$ cat src/rtl/apb_regfile_completer.sv
// apb_regfile_completer: APB3 register-bank completer with wait states; APB_SLVERR_EN enables PSLVERR
module apb_regfile_completer #(
  parameter int          NUM_REGS    = 4,
  parameter int          ADDR_W      = 8,
  parameter int          WAIT_STATES = 1,
  parameter logic [31:0] ID_VALUE    = 32'hA9B0_0001
) (
  input  logic              PCLK,
  input  logic              reset,
  input  logic              PSEL,
  input  logic              PENABLE,
  input  logic              PWRITE,
  input  logic [ADDR_W-1:0] PADDR,
  input  logic [31:0]       PWDATA,
  output logic [31:0]       PRDATA,
  output logic              PREADY,
  output logic              PSLVERR
);
  localparam int IW = ADDR_W - 2;
  typedef enum logic [1:0] {IDLE, SETUP, ACCESS} state_t;
  state_t state, state_nxt;
  logic [3:0] cnt;
  logic [ADDR_W-1:0] addr;
  logic wr;
  logic [31:0] regs [NUM_REGS];
  logic [31:0] rdata;
  logic [IW-1:0] idx;
  logic is_rw, is_id, start, commit;
  assign idx = addr[ADDR_W-1:2];
  assign is_rw = addr[1:0] == 2'b00 && idx < IW'(NUM_REGS);
  assign is_id = addr[1:0] == 2'b00 && idx == IW'(NUM_REGS);
  // PSEL gates PREADY so an aborted access never shows a completion
  assign PREADY = state == ACCESS && cnt == 4'd0 && PSEL;
  assign start = PSEL && !PENABLE && (state == IDLE || PREADY);
  assign commit = PREADY && PENABLE && wr && is_rw;
  always_comb
    state_nxt = start ? SETUP :
                state == SETUP ? (!PSEL ? IDLE : PENABLE ? ACCESS : SETUP) :
                state == ACCESS ? ((!PSEL || PREADY) ? IDLE : ACCESS) : IDLE;
  always_ff @(posedge PCLK or posedge reset)
    if (reset) begin
      state <= IDLE;
      cnt <= '0;
      addr <= '0;
      wr <= 1'b0;
    end else begin
      state <= state_nxt;
      if (start) begin
        cnt <= 4'(WAIT_STATES);
        addr <= PADDR;
        wr <= PWRITE;
      end else if (state == ACCESS && cnt != 4'd0) cnt <= cnt - 4'd1;
    end
  always_ff @(posedge PCLK or posedge reset)
    if (reset) for (int i = 0; i < NUM_REGS; i++) regs[i] <= '0;
    else if (commit) for (int i = 0; i < NUM_REGS; i++) if (idx == IW'(i)) regs[i] <= PWDATA;
  always_comb begin
    rdata = '0;
    for (int i = 0; i < NUM_REGS; i++) if (is_rw && idx == IW'(i)) rdata = regs[i];
    if (is_id) rdata = ID_VALUE;
  end
  assign PRDATA = (PREADY && !wr) ? rdata : '0;
`ifdef APB_SLVERR_EN
  logic err;
  assign err = !(is_rw || (is_id && !wr));
  assign PSLVERR = PREADY && err;
`else
  assign PSLVERR = 1'b0;
`endif
endmodule
$ cat config.mk
export PLATFORM = sky130hd
export DESIGN_NAME = apb_regfile_completer
export DESIGN_NICKNAME = d
export VERILOG_FILES = /design/src/rtl/apb_regfile_completer.sv
export SDC_FILE = /design/constraint.sdc
export NUM_CORES = 1
export LEC_CHECK = 0
export BUFFER_PORTS_ARGS = -buffer_cell sky130_fd_sc_hd__buf_2
export CAP_MARGIN = 20
export CELL_PAD_IN_SITES_DETAIL_PLACEMENT = 1
export CELL_PAD_IN_SITES_GLOBAL_PLACEMENT = 1
export CORE_ASPECT_RATIO = 2
export CORE_MARGIN = 8
export CORE_UTILIZATION = 50
export CTS_BUF_LIST = sky130_fd_sc_hd__clkbuf_2
export DETAILED_ROUTE_END_ITERATION = 10
export HOLD_SLACK_MARGIN = 0.1
export PLACE_DENSITY = 0.93
export SLEW_MARGIN = 20
export SYNTH_ARGS = -nofsm -noshare
export SYNTH_HDL_FRONTEND = slang
export SYNTH_SLANG_ARGS = --single-unit
$ cat constraint.sdc
create_clock -name PCLK -period 9.7 [get_ports PCLK]
set_input_delay 0.97 -clock PCLK [delete_from_list [all_inputs] [get_ports PCLK]]
set_output_delay 0.97 -clock PCLK [all_outputs]
set_load 0.05 [all_outputs]
==> reports/metrics.cfg <==
[outcome]
status = finished, final reports clean

[synthesis]
synth_nets = 544
ys_seq_area_share_pct = 54.2
ys_ff_latch = 143
yosys-top-cells-area = dfrtp_1, mux2_2, o22ai_1
synth_ff_type = dfrtp_1
synthDistinctLibCells = 40
syn_inst = 498
synth_top_area_share_pct = 54.2
syn_area_um2 = 6600
synth_edf_count = 0
synth.largest_area_cell = dfrtp_1
ys_async_sr_fraction_pct = 100
syn_area_per_cell_um2 = 13.3
synth_warnings = 0

[drt]
routedWlPerCell_um = 23.7
drc = 0
avgViaCountPerCell = 5.98
ant_nets = 0
dr.pass1.iters = 5
drt-total-wl_mm = 17.5
num_vias = 4398
initialDrtViolationCount = 159

[floorplanning]
core_um2 = 13000
die_area_um2 = 17400
start_util_pct = 50.8
io_pins = 79
die_w_um = 97.3
dieHeight_um = 179
core.rowCount = 59

[flow_run]
drv_cap = 0

[cts]
cts-root-buf = clkbuf_2
postCtsSetupBuffers = 0
hold_buffers = 0
clk_latency_ns = 0.69
clock_path_buffers = 2
post_cts_resized = 0
cts.sinks = 143
cts_buffers = 17
cts_tree = built
clk_pin_slew_ns = 0.22
htree_levels = 4

[sta]
hold_violations = 0
slew_viol_final = 0
min_period_ns = 4.80
fin_crit_sh_pct = 49.4
fin_tns_setup_ns = 0
fmax_ghz = 0.209
slew_headroom_pct = 27.6
finalSetupViolCount = 0
worst_slew_pin_slew_ns = 1.08
rsz0062_at_grt = false
finClkSkew_ns = 0.0287

[finish]
drive_gt1_share_pct = 48.5
multiInputGateArea_um2 = 2780
nets = 615
register_area_um2 = 3580
fin_util_pct = 56.0
area_growth_pct = 10.1
fillers = 1329

[worst_setup_path]
cp-end-kind = output port
cp_max_fo = 40
critical_path_class = register to output port
critPathArrivalTime_ns = 3.83
crit_required_ns = 8.73
crit_path_start = addr[3]$_DFFE_PP0P_
start_kind = register
r2r-start = addr[2]$_DFFE_PP0P_
rr_worst_depth = 4

[power_and_ir_drop]
p_per_area_nw_per_um2 = 155
ir_worst_vdd_v = 0.0000985
p_leak_nw = 3.73

[global_routing]
grt_max_degree = 75
grt_pass1_wl_mm = 27.7
grt_overflow = 0
grt_usage_pct = 20.4
grt_pass1_vias = 5112
antenna_found_initial = 2

[min_path]
hold_path.class = input port to asynchronous set/reset pin

[place]
dp_hpwl_mm = 11.6
port-buffer-count = 77
gp_routability_congestion = 0.795

[final timing paths]
path | end | slack, ns
worst max-delay path | PRDATA[18] | 4.90
worst min-delay path | regs[48]$_DFFE_PP0P_ | 0.36
worst min register to register | regs[61]$_DFFE_PP0P_ | 0.54
min in group PCLK | addr[6]$_DFFE_PP0P_ | 0.49
worst max register to register | regs[81]$_DFFE_PP0P_ | 6.44
max in group asynchronous | addr[3]$_DFFE_PP0P_ | 7.93
[synthesized netlist by cell type (2+ instances only)]
| cell | instances |
|---|---|
| nor2_1 | 39 |
| and3_1 | 2 |
| nor3_1 | 24 |
| nor3_2 | 2 |
| and2_1 | 2 |
| buf_6 | 11 |
| mux2i_1 | 7 |
| buf_2 | 4 |
| nand2b_1 | 2 |
| clkbuf_1 | 10 |
| nor4_4 | 3 |
| mux2_2 | 154 |
| nand2_1 | 4 |
| nor2b_1 | 3 |
| xor2_1 | 2 |
| o21a_1 | 2 |
| nand3_1 | 3 |
| a21oi_1 | 15 |
| inv_1 | 4 |
| o22ai_1 | 32 |
| buf_4 | 6 |
| mux2_1 | 6 |
| dfrtp_1 | 143 |
| nor3_4 | 2 |
[routing by layer]
metal  global-route usage, %  wire (um)  part of all wire [%]
met1                    20.2       6410                    37
met2                    38.0       9860                    56
met3                    4.54        570                   3.3
met4                    12.0        638                   3.7
met5                       0          0                     0
[state kept, by name, indices dropped and copies added (netlist names)]
name	cells
addr	8
wr	1
regs	128
cnt	4
state	2
[final cells by class]
type                    count  share of cell area (%)
clock inverters            15                    2.34
flip-flops and latches    143                    49.3
inverters                   4                   0.275
multi-input cells         319                    38.2
well taps                 152                    2.62
diodes                      2                  0.0688
clock buffers              17                    1.17
repair buffers             84                    6.02
[logic make-up after synthesis]
kind of cell | after synthesis | share of synthesized area, %
buffers and inverters | 36 | 3.71
AO/OA/AOI/OAI | 54 | 5.00
multiplexers | 167 | 28.3
XOR/XNOR | 3 | 0.398
AND/OR/NAND/NOR | 93 | 8.11
other | 1 | 0.0568
flip-flops | 143 | 54.2
adder cells (fa/ha/maj) | 1 | 0.189
[per-stage QoR]
stage | instances | worst slack [ns] | hold slack, ns | power, mW | area (um2)
floorplan | 498 | 4.89 | 0.454 | 0.720 | 6600
global placement | 702 | 5.85 | 0.464 | 0.758 | 7010
detailed placement | 702 | 5.69 | 0.486 | 0.766 | 7010
CTS | 734 | 4.89 | 0.339 | 1.13 | 7260
global route | 736 | 4.68 | 0.336 | 1.17 | 7270
finish | 736 | 4.90 | 0.357 | 1.12 | 7270
[critical path: stages (launching register included)]
cell,delay (ns)
dfrtp_2,1.08
inv_1,0.28
nand2_1,0.88
o22ai_1,0.22
nor3_1,0.32
buf_2,0.34
[cells in the final DEF (no fill, tap or decap), types with 2 or more instances in the layout]
cell type,synthesis,routed
mux2_2,154,154
dfrtp_1,143,141
buf_2,4,77
nor2_1,39,39
o22ai_1,32,32
nor3_1,24,24
clkbuf_2,0,17
a21oi_1,15,15
mux2i_1,7,7
buf_4,6,7
mux2_1,6,6
nand2_1,4,4
clkinvlp_4,0,4
clkinv_2,0,4
nor2b_1,3,3
nand3_1,3,3
nor4_4,3,3
inv_1,4,3
bufinv_16,0,3
diode_2,0,2
nand2b_1,2,2
and2_1,2,2
xor2_1,2,2
nor3_4,2,2
and3_1,2,2
nor3_2,2,2
o21a_1,2,2
inv_6,0,2
dfrtp_2,0,2
clkinv_4,0,2
[power by group]
group	switching, mW	leakage (nW)	internal (mW)
combinational	0.0669	1.62	0.0435
clock	0.226	0.144	0.142
sequential	0.0369	1.97	0.608
Note: power is estimated with default switching activity, not from simulation.
